==> src/rtl/rotozoom_frame_sequencer_pkg.sv <==
// Shared types and fixed-point helpers for the rotozoom per-frame parameter engine.
package rotozoom_frame_sequencer_pkg;

  localparam int UV_W   = 17;
  localparam int TRIG_W = 16;
  localparam int PROD_W = 2 * TRIG_W;
  localparam logic [7:0] QUAD_OFS = 8'd64;

  typedef enum logic [2:0] {
    ST_IDLE,
    ST_LOOKUP,
    ST_MULTIPLY,
    ST_DRAIN,
    ST_COMMIT
  } state_e;

  // Tag routes each product to its shadow register.
  typedef enum logic [1:0] {
    TAG_P0,
    TAG_P1,
    TAG_P2,
    TAG_P3
  } tag_e;

  typedef struct packed {
    logic                     vld;
    tag_e                     tag;
    logic signed [TRIG_W-1:0] a;
    logic signed [TRIG_W-1:0] b;
  } mul_req_t;

  typedef struct packed {
    logic                     vld;
    tag_e                     tag;
    logic signed [PROD_W-1:0] p;
  } mul_rsp_t;

  // Floor-shift a product and keep the low uv bits (mod 2^17).
  function automatic logic [UV_W-1:0] fix_to_uv(input logic signed [PROD_W-1:0] p,
                                                input int                       shift);
    logic signed [PROD_W-1:0] s;
    s = p >>> shift;
    return s[UV_W-1:0];
  endfunction

endpackage

==> src/rtl/rotozoom_frame_sequencer_mul16s.sv <==
// Pipelined signed 16x16 multiplier; valid and tag travel alongside the product.
module rz_mul16s
  import rotozoom_frame_sequencer_pkg::*;
#(
  parameter int MUL_LAT = 2
) (
  input  logic     clk,
  input  logic     rst_n,
  input  mul_req_t req,
  output mul_rsp_t rsp
);

  logic [MUL_LAT-1:0]             vld_pipe_q, vld_pipe_d;
  logic [MUL_LAT-1:0][1:0]        tag_pipe_q, tag_pipe_d;
  logic [MUL_LAT-1:0][PROD_W-1:0] prod_pipe_q, prod_pipe_d;
  logic signed [PROD_W-1:0]       prod_in;

  always_comb begin
    prod_in        = $signed(req.a) * $signed(req.b);
    vld_pipe_d[0]  = req.vld;
    tag_pipe_d[0]  = req.tag;
    prod_pipe_d[0] = prod_in;
    for (int k = 1; k < MUL_LAT; k++) begin
      vld_pipe_d[k]  = vld_pipe_q[k-1];
      tag_pipe_d[k]  = tag_pipe_q[k-1];
      prod_pipe_d[k] = prod_pipe_q[k-1];
    end
  end

  // Only the valid bits need reset; data stages are qualified by them.
  always_ff @(posedge clk) begin
    if (!rst_n) vld_pipe_q <= '0;
    else        vld_pipe_q <= vld_pipe_d;
    tag_pipe_q  <= tag_pipe_d;
    prod_pipe_q <= prod_pipe_d;
  end

  assign rsp.vld = vld_pipe_q[MUL_LAT-1];
  assign rsp.tag = tag_e'(tag_pipe_q[MUL_LAT-1]);
  assign rsp.p   = prod_pipe_q[MUL_LAT-1];

endmodule

==> src/rtl/rotozoom_frame_sequencer.sv <==
// Per-frame rotozoom parameter engine: one shared sine-table port, one shared multiplier,
// atomic commit of u/v strides and line-start values after each vsync falling edge.
module rotozoom_frame_sequencer
  import rotozoom_frame_sequencer_pkg::*;
#(
  parameter int CENTRE_X  = 320,
  parameter int CENTRE_Y  = 240,
  parameter int SHIFT     = 21,
  parameter int TABLE_LAT = 1,
  parameter int MUL_LAT   = 2
) (
  input  logic                     clk,
  input  logic                     rst_n,
  input  logic                     enable,
  input  logic                     vsync,
  output logic [7:0]               tbl_idx,
  input  logic signed [TRIG_W-1:0] tbl_val,
  output logic [8:0]               angle,
  output logic [UV_W-1:0]          u_stride,
  output logic [UV_W-1:0]          v_stride,
  output logic [UV_W-1:0]          u_start,
  output logic [UV_W-1:0]          v_start,
  output logic                     params_update,
  output logic                     busy,
  output logic                     overrun
);

  // Schedule, counted in cycles after the detected edge (cnt=1 is the first busy cycle).
  localparam logic [4:0] C_SCALE = 5'(1 + TABLE_LAT);
  localparam logic [4:0] C_COS   = 5'(2 + TABLE_LAT);
  localparam logic [4:0] C_SIN   = 5'(3 + TABLE_LAT);
  localparam logic [4:0] C_P0    = 5'(2 + TABLE_LAT);
  localparam logic [4:0] C_P1    = 5'(3 + TABLE_LAT);
  localparam logic [4:0] C_P2    = 5'(4 + TABLE_LAT);
  localparam logic [4:0] C_P3    = 5'(5 + TABLE_LAT);
  localparam logic [4:0] C_LOAD  = 5'(5 + TABLE_LAT + MUL_LAT);

  localparam logic signed [TRIG_W-1:0] CX = TRIG_W'(CENTRE_X);
  localparam logic signed [TRIG_W-1:0] CY = TRIG_W'(CENTRE_Y);

  state_e                   state_q, state_d;
  logic [4:0]               cnt_q, cnt_d;
  logic                     vsync_q;
  logic [8:0]               angle_q, angle_d;
  logic [7:0]               tbl_idx_q, tbl_idx_d;
  logic signed [TRIG_W-1:0] scale_q, scale_d, cos_q, cos_d, sin_q, sin_d;
  logic [2:0][UV_W-1:0]     sh_q, sh_d;
  logic [UV_W-1:0]          u_stride_q, u_stride_d, v_stride_q, v_stride_d;
  logic [UV_W-1:0]          u_start_q, u_start_d, v_start_q, v_start_d;
  logic                     overrun_q, overrun_d;
  logic                     edge_fall, busy_w;
  mul_req_t                 mul_req;
  mul_rsp_t                 mul_rsp;

  assign edge_fall = vsync_q & ~vsync;
  assign busy_w    = (state_q != ST_IDLE);

  rz_mul16s #(.MUL_LAT(MUL_LAT)) u_mul (
    .clk  (clk),
    .rst_n(rst_n),
    .req  (mul_req),
    .rsp  (mul_rsp)
  );

  always_comb begin
    state_d    = state_q;
    cnt_d      = cnt_q;
    angle_d    = angle_q;
    tbl_idx_d  = tbl_idx_q;
    scale_d    = scale_q;
    cos_d      = cos_q;
    sin_d      = sin_q;
    sh_d       = sh_q;
    u_stride_d = u_stride_q;
    v_stride_d = v_stride_q;
    u_start_d  = u_start_q;
    v_start_d  = v_start_q;
    overrun_d  = edge_fall & busy_w & enable;
    mul_req    = '0;

    if (busy_w) begin
      cnt_d = cnt_q + 5'd1;
      if (cnt_q == 5'd1) tbl_idx_d = angle_q[7:0] + QUAD_OFS;
      if (cnt_q == 5'd2) tbl_idx_d = angle_q[7:0];
      if (cnt_q == C_SCALE) scale_d = tbl_val;
      if (cnt_q == C_COS)   cos_d   = tbl_val;
      if (cnt_q == C_SIN)   sin_d   = tbl_val;
      // P0 takes cos straight off the table bus in the cycle it is captured.
      if (cnt_q == C_P0) mul_req = '{vld: 1'b1, tag: TAG_P0, a: scale_q, b: tbl_val};
      if (cnt_q == C_P1) mul_req = '{vld: 1'b1, tag: TAG_P1, a: CX,      b: cos_q};
      if (cnt_q == C_P2) mul_req = '{vld: 1'b1, tag: TAG_P2, a: scale_q, b: sin_q};
      if (cnt_q == C_P3) mul_req = '{vld: 1'b1, tag: TAG_P3, a: CY,      b: sin_q};
    end

    if (mul_rsp.vld) begin
      case (mul_rsp.tag)
        TAG_P0:  sh_d[0] = fix_to_uv(mul_rsp.p, SHIFT);
        TAG_P1:  sh_d[1] = UV_W'(-fix_to_uv(mul_rsp.p, SHIFT));
        TAG_P2:  sh_d[2] = fix_to_uv(mul_rsp.p, SHIFT);
        default: ;
      endcase
    end

    case (state_q)
      ST_IDLE: begin
        if (edge_fall && enable) begin
          state_d   = ST_LOOKUP;
          cnt_d     = 5'd1;
          tbl_idx_d = angle_q[8:1];
        end
      end
      ST_LOOKUP:   if (cnt_q == 5'd3) state_d = ST_MULTIPLY;
      ST_MULTIPLY: if (cnt_q == C_P3) state_d = ST_DRAIN;
      ST_DRAIN: begin
        // P3 is still on the multiplier output here, so it bypasses its shadow.
        if (cnt_q == C_LOAD) begin
          state_d    = ST_COMMIT;
          u_stride_d = sh_q[0];
          u_start_d  = sh_q[1];
          v_stride_d = sh_q[2];
          v_start_d  = fix_to_uv(mul_rsp.p, SHIFT);
        end
      end
      ST_COMMIT: begin
        state_d = ST_IDLE;
        angle_d = angle_q + 9'd1;
      end
      default: state_d = ST_IDLE;
    endcase
  end

  always_ff @(posedge clk) begin
    if (!rst_n) begin
      state_q    <= ST_IDLE;
      cnt_q      <= '0;
      vsync_q    <= 1'b0;
      angle_q    <= '0;
      tbl_idx_q  <= '0;
      scale_q    <= '0;
      cos_q      <= '0;
      sin_q      <= '0;
      sh_q       <= '0;
      u_stride_q <= '0;
      v_stride_q <= '0;
      u_start_q  <= '0;
      v_start_q  <= '0;
      overrun_q  <= 1'b0;
    end else begin
      state_q    <= state_d;
      cnt_q      <= cnt_d;
      vsync_q    <= vsync;
      angle_q    <= angle_d;
      tbl_idx_q  <= tbl_idx_d;
      scale_q    <= scale_d;
      cos_q      <= cos_d;
      sin_q      <= sin_d;
      sh_q       <= sh_d;
      u_stride_q <= u_stride_d;
      v_stride_q <= v_stride_d;
      u_start_q  <= u_start_d;
      v_start_q  <= v_start_d;
      overrun_q  <= overrun_d;
    end
  end

  assign tbl_idx       = tbl_idx_q;
  assign angle         = angle_q;
  assign u_stride      = u_stride_q;
  assign v_stride      = v_stride_q;
  assign u_start       = u_start_q;
  assign v_start       = v_start_q;
  assign params_update = (state_q == ST_COMMIT);
  assign busy          = busy_w;
  assign overrun       = overrun_q;

endmodule

==> config.mk <==
export PLATFORM = sky130hd
export DESIGN_NAME = rotozoom_frame_sequencer
export DESIGN_NICKNAME = d
export VERILOG_FILES = /design/src/rtl/rotozoom_frame_sequencer_pkg.sv /design/src/rtl/rotozoom_frame_sequencer_mul16s.sv /design/src/rtl/rotozoom_frame_sequencer.sv
export SDC_FILE = /design/constraint.sdc
export NUM_CORES = 1
export LEC_CHECK = 0
export ABC_AREA = 1
export CELL_PAD_IN_SITES_DETAIL_PLACEMENT = 1
export CELL_PAD_IN_SITES_GLOBAL_PLACEMENT = 1
export CORE_MARGIN = 3
export CORE_UTILIZATION = 42
export DETAILED_ROUTE_END_ITERATION = 8
export GPL_TIMING_DRIVEN = 0
export PLACE_DENSITY_LB_ADDON = 0.05
export SETUP_SLACK_MARGIN = 0.02
export SYNTH_ARGS = -nofsm -noshare
export SYNTH_HDL_FRONTEND = slang
export SYNTH_HIERARCHICAL = 1
export SYNTH_SLANG_ARGS = --single-unit
export TNS_END_PERCENT = 50
==> constraint.sdc <==
create_clock -name clk -period 7.6 [get_ports clk]
set_input_delay 1.14 -clock clk [delete_from_list [all_inputs] [get_ports clk]]
set_output_delay 1.14 -clock clk [all_outputs]
set_load 0.01 [all_outputs]
# ---- Yosys cells after proc, flatten, opt, wreduce, memory -nomap -nowiden
# Index checks and enable logic that the tools add are counted.
# Widths: inputs -> output; s select.
dict set report word_totals {
  reg_bits 234
  in_bits 20
  out_inout_bits 88
  wordCells 79
}
dict set report op_classes {
  add_sub_neg 4
  mul 1
  n_eq_ne 17
  n_mux 18
  n_bitwise 4
  reduce_logical 13
}
# op n
set op_table {}
lappend op_table {{$mux 35} 4}
lappend op_table {{$mux 8} 5}
lappend op_table {{$mul 16x16->32} 1}
lappend op_table {{$mux 32} 1}
lappend op_table {{$neg 17->17} 1}
lappend op_table {{$reduce_and 2->1} 8}
lappend op_table {{$eq 5x3->1 const B} 3}
lappend op_table {{$mux 5} 3}
lappend op_table {{$mux 3} 4}
lappend op_table {{$pmux 3 s4} 1}
lappend op_table {{$eq 5x2->1 const B} 2}
lappend op_table {{$add 9x1->9 const B} 1}
lappend op_table {{$add 8x7->8 const B} 1}
lappend op_table {{$ne 2x2->1 const B} 4}
lappend op_table {{$eq 3x2->1 const B} 2}
lappend op_table {{$add 5x1->5 const B} 1}
lappend op_table {{$eq 5x1->1 const B} 1}
lappend op_table {{$eq 5x4->1 const B} 1}
lappend op_table {{$reduce_and 4->1} 1}
lappend op_table {{$and 1x1->1} 3}
lappend op_table {{$eq 3x1->1 const B} 1}
lappend op_table {{$eq 3x3->1 const B} 1}
lappend op_table {{$logic_not 3->1} 1}
lappend op_table {{$reduce_bool 3->1} 1}
lappend op_table {{5 further kinds} 5}

# ---- Logic depth before layout (Yosys ltp)
dict set report logic_depth {
  depth_word 7
  depth_mapped 36
  mapped_depth_nobuf 34
}

# ---- Hierarchy
# Netlist, hierarchy kept.
# mod instances cells_each area_each_um2 seq_area_each_um2
set modules_own_cells {}
lappend modules_own_cells {rz_mul16s 1 1537 12218.0 1401.3}
lappend modules_own_cells {rotozoom_frame_sequencer 1 994 7209.4 3283.1}

# ---- Worst setup path after synthesis
# OpenSTA, ideal clock, no wires.
dict set report synth_path {
  kind {register -> register}
  startpoint {register cnt_q[0]}
  endpoint {register u_mul.prod_pipe_q (netlist bit u_mul/prod_pipe_d[63])}
  setup_ns 0.113
  t_arrival_ns 6.244
  required_ns 7.487
  slack_ns 1.243
  path_stages_with_launch 28
  path_buffers 3
  synth_period_minus_slack_ns 6.357
  path_cell_list {dfxtp_1 > inv_1 > ha_1 > o211ai_2 > clkbuf_1 > o21ai_0 > nor2_1 > clkbuf_1 > clkbuf_1 > nand2_1 > fa_1 > inv_1 > fa_1 > inv_1 > fa_1 > fa_1 > fa_1 > fa_1 > inv_1 > ha_1 > nand2_1 > nor2_1 > nor3b_2 > nand2_1 > inv_1 > nor2_1 > nand2_1 > nand2_1}
}
# item line_no
set synth_lines {}
lappend synth_lines {{from (decl)} rotozoom_frame_sequencer.sv:42} ;# logic [4:0] cnt_q, cnt_d;
lappend synth_lines {{from (signal assigned)} rotozoom_frame_sequencer.sv:150} ;# cnt_q <= cnt_d;
lappend synth_lines {{to (signal assigned)} rotozoom_frame_sequencer_mul16s.sv:35} ;# prod_pipe_q <= prod_pipe_d;
lappend synth_lines {{to (decl)} rotozoom_frame_sequencer_mul16s.sv:15} ;# logic [MUL_LAT-1:0][PROD_W-1:0] prod_pipe_q, prod_pipe_d;

==> results.toml <==
[outcome]
status = "completed"

[finish]
antenna-diode-count = 0
stdcell_count = 3183
synthToLayoutAreaGrowth_pct = 13.7
fin_util = 0.484
drive_gt1_frac = 0.0701
nFillCells = 5580
regArea_um2 = 3840
multi_input_area_um2 = 11700
fin_nets = 2956
final_area_um2 = 20900

[setup_path]
slowest_stage = "fa_1"
cp_num_cells = 25
arrival_ps = 7540
end_kind = "flop"
worstPathRequired_ps = 7930
slowest_delay_ps = 530
r2r-start = "cnt_q[0]"
critical_path_class = "flop to flop"
cp-start-kind = "flop"
reg2reg_setup_slack_ps = 380
crit_buf_inv = 7
cp_max_fo = 10
r2r_end = "u_mul/prod_pipe_d[58]"
timing.critical_path.max_delay_family = "adder cells"
reg2regPathDepth = 25
critPathMostFrequentCell = "fa_1"

[drt]
first_pass_iters = 5
antenna_left = 0
wl_um = 57400
via_count = 15651
route.detailed.drc = 0
post_drt_wl_per_cell_um = 18.0
avgViaCountPerCell = 4.92
initialDrtViolationCount = 795

[clock_network]
root_buffer = "clkbuf_16"
cts_buffers = 17
clock_sinks = 192
clockBufferDepth = 2
cts_tree = "done"
clkLatencyLatePin_ps = 460
htree_levels = 4
cts_hold_buf = 0
clk_pin_slew_ps = 70

[sta]
max_freq_ghz = 0.139
fin_crit_sh = 0.950
worst_slew_pin_slew_ps = 838
fin_skew_ps = 14.1
min_period_ps = 7220
slew_viol_final = 0
whs_ps = 330
setup_viol = 0
slew_headroom = 0.439
setup_tns_ps = 0
rsz0062_at_grt = "yes"
finalHoldViolations = 0

[pwr]
swShare = 0.278
intPower_w = 0.00160
ir_drop_mv = 0.171
power_density_nw_per_um2 = 106
p_sw_w = 0.000614
p_clk_frac = 0.421
p_comb_frac = 0.111
seqPwrFrac = 0.468
power_leakage_nw = 10.9

[grt]
overflow = 0
grt_max_degree = 19
gr-usage-all-layers = 0.257
grt_pass1_vias = 17377
grt_pass1_wl_um = 93400
antenna_found_initial = 0

[floorplanning]
placeableCoreArea_um2 = 43200
ios = 108
die_y_um = 215
dieArea_um2 = 46300
die_x_um = 215
rows = 76
start_util = 0.426

[synth]
synth_warnings = 6
synthesis.area_um2 = 18400
syn-num-nets = 2828
avgSynthCellArea_um2 = 7.48
netlist_instances = 2457

[min_path]
hold_path_depth = 0
hp-class = "flop to flop"
min_to = "u_mul/rsp[29]"
hp-start = "u_mul/prod_pipe_d[61]"

[job]
cap_violations = 0

[placed_design]
place_inst = 3149
post_dp_cell_area_um2 = 20200
place_congestion = 0.890
dp.final_hpwl_um = 48200
portBuffers = 107
stage by stage:
stage          total power, W  setup slack, ps
6_report              0.00221              383
2_1_floorplan         0.00121             1240
3_3_place_gp          0.00129             -477
4_1_cts               0.00223             27.8
5_1_grt               0.00230             4.35
3_5_place_dp          0.00130             -599
worst max path at each step:
stage | from | to | slack (ps)
2_1_floorplan | cnt_q[0] | u_mul/prod_pipe_d[63] | 1240
3_3_place_gp | tbl_val[5] | u_mul/prod_pipe_d[63] | -480
3_5_place_dp | tbl_val[5] | u_mul/prod_pipe_d[63] | -600
4_1_cts | cnt_q[0] | u_mul/prod_pipe_d[63] | 30
5_1_grt | cnt_q[0] | u_mul/prod_pipe_d[62] | 4
6_report | cnt_q[0] | u_mul/prod_pipe_d[58] | 380
power by group through the flow:
stage / Sequential (W) / Combinational [W] / Clock [W]
floorplan: 0.00106 / 0.000149 / 0
global placement: 0.00106 / 0.000236 / 0
detailed placement: 0.00106 / 0.000242 / 0
CTS: 0.00103 / 0.000243 / 0.000953
global route: 0.00103 / 0.000273 / 0.000994
finish: 0.00103 / 0.000245 / 0.000931
routing by layer:
metal / vias up / global-route usage / wire length, um
met5: - / 0 / 0
met4: 0 / 0.0798 / 1720
met3: 90 / 0.0303 / 1990
met2: 272 / 0.471 / 29500
met1: 7741 / 0.316 / 24200
li1: 7548 / - / -
state kept, by name, summed over array words and instances (netlist names), 11 cells and up:
name,count
cos_q,16
scale_q,16
sh_q,39
sin_q,16
u_mul/prod_pipe_d,11
u_mul/rsp,13
u_start,17
u_stride,11
v_start,11
v_stride,11
cells in the final DEF (no fill, tap or decap), types with 3 or more instances in the layout:
master           count
clkdlybuf4s50_1    107
clkbuf_4             4
o21ai_0            128
buf_6                4
clkbuf_2            40
nand3_1            111
dfxtp_1            192
nand4_1             15
a21oi_1            156
inv_1              566
buf_4               21
nand3b_1             6
nor2_1             157
inv_2               10
buf_2               24
inv_6                4
ha_1                89
o21ai_1              5
xor2_1               7
inv_8                4
o21bai_1             4
nand2_2              8
nor2_4               5
nor2_2              17
nand2_1            545
clkbuf_1            38
buf_1                3
clkbuf_16           17
clkinvlp_4           4
or2_2                3
nand3_2              4
nor3_1              12
fa_1               261
timing repair:
action | 4_1_cts | 5_1_grt
setup buffers | 0 | 2
gates resized for setup | 12 | 80
endpoints found under the setup margin | 11 | 11
pin swaps | 0 | 1
final cells by class:
type / instances / share of cell area
Tap cell: 585 / 0.0350
Inverter: 578 / 0.104
Clock buffer: 17 / 0.0204
Sequential cell: 192 / 0.184
Multi-Input combinational cell: 1554 / 0.562
Buffer: 133 / 0.0335
Timing Repair Buffer: 109 / 0.0526
Clock inverter: 15 / 0.00839
Note: power is estimated with default switching activity, not from simulation.
==> RTL edit 1 (same settings) <==
Re-encode `state_e` (5 states) as one-hot, 5 bits wide.
--- a/src/rtl/rotozoom_frame_sequencer_pkg.sv
+++ b/src/rtl/rotozoom_frame_sequencer_pkg.sv
@@ -6,12 +6,12 @@
   localparam int PROD_W = 2 * TRIG_W;
   localparam logic [7:0] QUAD_OFS = 8'd64;
 
-  typedef enum logic [2:0] {
-    ST_IDLE,
-    ST_LOOKUP,
-    ST_MULTIPLY,
-    ST_DRAIN,
-    ST_COMMIT
+  typedef enum logic [4:0] {
+    ST_IDLE     = 5'b00001,
+    ST_LOOKUP   = 5'b00010,
+    ST_MULTIPLY = 5'b00100,
+    ST_DRAIN    = 5'b01000,
+    ST_COMMIT   = 5'b10000
   } state_e;
 
   // Tag routes each product to its shadow register.
Function: no difference found for any inputs over 10 cycles, from zero or initial values and one cycle with rst_n low; not proved beyond that.
==> RTL edit 1 against the original RTL <==
Hold slack worse by 0.00076 ns. Synthesized cell count is 0.90% higher. Sequential cell count is 2 higher. Design area is 0.79% higher. Setup slack worse by 0.015 ns. Routed wire length is 3.3% higher. Area after synthesis is 0.49% higher.
Power is not compared: it rests on default switching activity, and its combinational part moved more than twofold at a synthesized area within 25%.
==> RTL edit 1: results (changes against the original RTL) <==
Worst Hold Class=register to register (unchanged); critical path arrival=7.58 ns (was 7.54 ns); clk_lat worst skew=0.46 ns (about the same); H-tree lvl count=4 (unchanged); status=finished, final reports clean (unchanged); Min Hold Slack=0.329 ns (was 0.330 ns); DR pass1 iterations=5 (unchanged); share of cells above drive strength 1=7.25% (was 7.01%); Slew @ Worst Pin=0.908 ns (was 0.838 ns); routed len/inst=18.5 um (was 18.0 um); DR DRC count=0 (unchanged); nets=2981 (was 2956); reg-to-reg endpoint=u_mul/prod_pipe_d[55] (was u_mul/prod_pipe_d[58]); Hold Crit Start=u_mul/tag_pipe_d[2] (was u_mul/prod_pipe_d[61]); Inserted Clock Buffers=17 (unchanged); Crit Path Category=register to register (unchanged); worst hold path depth=0 (unchanged); Syn. warnings=6 (unchanged); Worst-path clk slew=0.07 ns (about the same); CP top delay family=adder cells (unchanged); CP max-delay cell=fa_1 (unchanged); drt first-iter violations=771 (was 795); peak supply drop=approximately 0.17 mV; Port Buffer Count=107 (unchanged); worst setup path start=cnt_q[0] (unchanged); leakage=11.3 nW; routed vias/inst=5.05 (was 4.92); FILL cells=5498 (was 5580); first-pass GRT wire length=95.4 mm (was 93.4 mm); initial antenna violation count=1 (was 0); worst reg2reg path depth=27 (was 25); placed insts=3171 (was 3149); All-Layer GR Usage=26.1% (was 25.7%); delay of the slowest cell on the worst path=0.59 ns (was 0.53 ns); Synth Instances=2479 (was 2457); most flop-heavy register=sh_q (unchanged); WHS Endpoint=u_mul/rsp[32] (was u_mul/rsp[29]); Routed Antenna Nets=0 (unchanged); flop2flop setup slack=0.37 ns; Final GP Congestion=0.905 (was 0.890); vias in the first global route=17900 (was 17400); Placed Area=20300 um^2 (was 20200 um^2); Synth Net Count=2850 (was 2828); Setup Skew=0.0123 ns (was 0.0141 ns); DP HPWL=49.0 mm (was 48.2 mm); vias=16200 (was 15700)
[RTL edit 1: report_power, final]
group,internal [mW],switching [mW],total (mW)
logic,0.255,0.509,0.764
registers,1.07,0.0423,1.12
clock network,0.538,0.438,0.976
total,1.87,0.990,2.86
[RTL edit 1: per-stage QoR]
stage	util (%)	setup slack, ns
2_1_floorplan	-	1.05
3_3_place_gp	46.9	-0.542
3_5_place_dp	46.9	-0.629
4_1_cts	48.4	0.0237
5_1_grt	48.7	-0.00139
6_report	48.7	0.368
[RTL edit 1: layer usage]
layer | vias to the layer above | share of wire (%) | GRT usage, %
li1 | 7586 | - | -
met1 | 8147 | 41 | 30.8
met2 | 347 | 52 | 48.4
met3 | 118 | 3.3 | 2.72
met4 | 0 | 3.8 | 10.6
met5 | - | 0 | 0
[RTL edit 1: area by class of cell]
| type | instances | area [um^2] | share of cell area (%) |
|---|---|---|---|
| Timing Repair Buffer | 114 | 1120 | 5.34 |
| Tap cell | 585 | 732 | 3.48 |
| Multi-Input combinational cell | 1604 | 11900 | 56.6 |
| Clock inverter | 13 | 186 | 0.885 |
| Inverter | 548 | 2060 | 9.77 |
| Buffer | 131 | 721 | 3.42 |
| Sequential cell | 194 | 3880 | 18.4 |
| Clock buffer | 18 | 439 | 2.09 |
[RTL edit 1: timing repair]
action,in CTS,in global routing
gates resized for setup,19,99
hold buffers,0,0
setup buffers,0,7
endpoints found under the setup margin,11,11
pin swaps,0,2
==> RTL edit 2 (same flow settings) <==
Made on the original files. `MUL_LAT` is set to 2 in 2 places; all go to 1.
--- a/src/rtl/rotozoom_frame_sequencer_mul16s.sv
+++ b/src/rtl/rotozoom_frame_sequencer_mul16s.sv
@@ -2,7 +2,7 @@
 module rz_mul16s
   import rotozoom_frame_sequencer_pkg::*;
 #(
-  parameter int MUL_LAT = 2
+  parameter int MUL_LAT = 1
 ) (
   input  logic     clk,
   input  logic     rst_n,
--- a/src/rtl/rotozoom_frame_sequencer.sv
+++ b/src/rtl/rotozoom_frame_sequencer.sv
@@ -7,7 +7,7 @@
   parameter int CENTRE_Y  = 240,
   parameter int SHIFT     = 21,
   parameter int TABLE_LAT = 1,
-  parameter int MUL_LAT   = 2
+  parameter int MUL_LAT   = 1
 ) (
   input  logic                     clk,
   input  logic                     rst_n,
Function: changed (a bounded check fails within 10 cycles, from zero or initial values and one cycle with rst_n low).
==> RTL edit 2 against the original RTL <==
Design area is essentially flat. Non-clock buffer count shrank 2. Setup slack gained 0.065 ns. Routed wire length grew 2.8%. Global-route usage grew 0.14 points. Sequential cell count shrank 14. Area after synthesis shrank 0.29%.
Power is not compared: it rests on default switching activity, and its combinational part moved more than twofold at a synthesized area within 25%.
==> RTL edit 2: results (changes against the original RTL) <==
Worst setup EP type=register (unchanged); vias in the first global route=17500 (was 17400); CTS resizes=17 (was 12); peak supply drop=0.150 mV; largest net degree at the start of global routing=18 (was 19); Synth Net Count=2906 (was 2828); H-tree lvl count=4 (unchanged); CTS root buf=clkbuf_16 (unchanged); routed len/inst=18.1 um (was 18.0 um); routed vias/inst=4.92 (about the same); critical path arrival=7.50 ns (was 7.54 ns); leakage=approximately 11 nW; Inserted Clock Buffers=17 (unchanged); first-pass GRT wire length=93.7 mm (was 93.4 mm); clk_lat worst skew=roughly 0.45 ns; DR pass1 iterations=5 (unchanged); initial antenna violation count=0 (unchanged); Worst-path clk slew=0.07 ns (about the same); DP HPWL=48.8 mm (was 48.2 mm); Clock Tree Buf Depth=2 (unchanged); FILL cells=5479 (was 5580); Port Buffer Count=107 (unchanged); Setup Skew=0.0225 ns (was 0.0141 ns); most flop-heavy register=sh_q (unchanged); drt first-iter violations=715 (was 795); Rel. slew slack=50.1% (was 43.9%); status=finished, final reports clean (unchanged); Worst Hold Class=register to register (unchanged); Final GP Congestion=0.913 (was 0.890); share of cells above drive strength 1=6.65% (was 7.01%); CP Max Fanout=10 (unchanged); post-CTS setup buffer count=0 (unchanged); Syn. warnings=6 (unchanged); max reg flops=39 (unchanged); All-Layer GR Usage=25.8% (was 25.7%); nets=3035 (was 2956)
==> RTL edit 2: worst max-delay path, cell delays in order <==
cell and delay [ns]:
clkdlybuf4s50_1 0.56, inv_1 0.12, nor2_1 0.12, nor2_1 0.05
a21oi_1 0.20, clkbuf_2 0.28, buf_2 0.31, nand2_1 0.13
fa_1 0.54, fa_1 0.52, fa_1 0.53, inv_1 0.06
fa_1 0.53, fa_1 0.51, inv_1 0.05, fa_1 0.48
inv_1 0.04, ha_1 0.31, nand2_1 0.22, inv_1 0.09
a21oi_2 0.22, nand3_1 0.14, nand2_1 0.10, nand3b_1 0.09
nand2_1 0.07, nand2_1 0.06
==> RTL edit 2: metrics by stage <==
| step | cell area (um^2) | setup WS (ns) | total power, mW | instances | hold slack [ns] |
|---|---|---|---|---|---|
| 2_1_floorplan | 18300 | 0.980 | 0.995 | 2535 | 0.420 |
| 3_3_place_gp | 20100 | -0.584 | 1.03 | 3219 | 0.434 |
| 3_5_place_dp | 20100 | -0.658 | 1.03 | 3219 | 0.435 |
| 4_1_cts | 20800 | 0.0248 | 1.95 | 3251 | 0.446 |
| 5_1_grt | 20900 | 0.0262 | 1.99 | 3254 | 0.465 |
| 6_report | 20900 | 0.448 | 1.93 | 3255 | 0.444 |
==> RTL edit 2: final cells by class <==
type / count / area [um^2] / share of cell area (%)
multi-input combinational: 1632 / 11900 / 57.1
sequential: 178 / 3560 / 17.1
inverter: 595 / 2230 / 10.7
timing repair buffer: 110 / 1090 / 5.24
buffer: 130 / 734 / 3.52
tap: 577 / 722 / 3.46
clock buffer: 19 / 443 / 2.12
clock inverter: 13 / 166 / 0.797
antenna: 1 / 2.50 / 0.0120
==> RTL edit 2: worst paths after layout <==
kind	start	end	slack [ns]	depth (start not counted)
setup / recovery	tbl_val[1]	u_mul/prod_pipe_q[29]	0.45	26
hold reg to reg	sh_q[41]	sh_q[41]	0.44	2
setup reg to reg	cnt_q[0]	u_mul/prod_pipe_q[23]	0.46	27
hold / removal	sh_q[41]	sh_q[41]	0.44	2
==> RTL edit 2: report_power, final <==
part / total, mW / leakage, nW / switching, mW / internal, mW
logic: 0.0764 / 9.39 / 0.0519 / 0.0245
clock network: 0.917 / 0.292 / 0.411 / 0.505
registers: 0.935 / 1.43 / 0.00134 / 0.934
==> RTL edit 2: routing by layer <==
| layer | routed length, um | part of all wire [%] | global-route usage, % | up-vias |
|---|---|---|---|---|
| li1 | - | - | - | 7649 |
| met3 | 2320 | 3.9 | 3.36 | 94 |
| met2 | 29600 | 50 | 46.3 | 308 |
| met5 | 0 | 0 | 0 | - |
| met4 | 1930 | 3.3 | 9.09 | 0 |
| met1 | 25200 | 43 | 31.9 | 7973 |
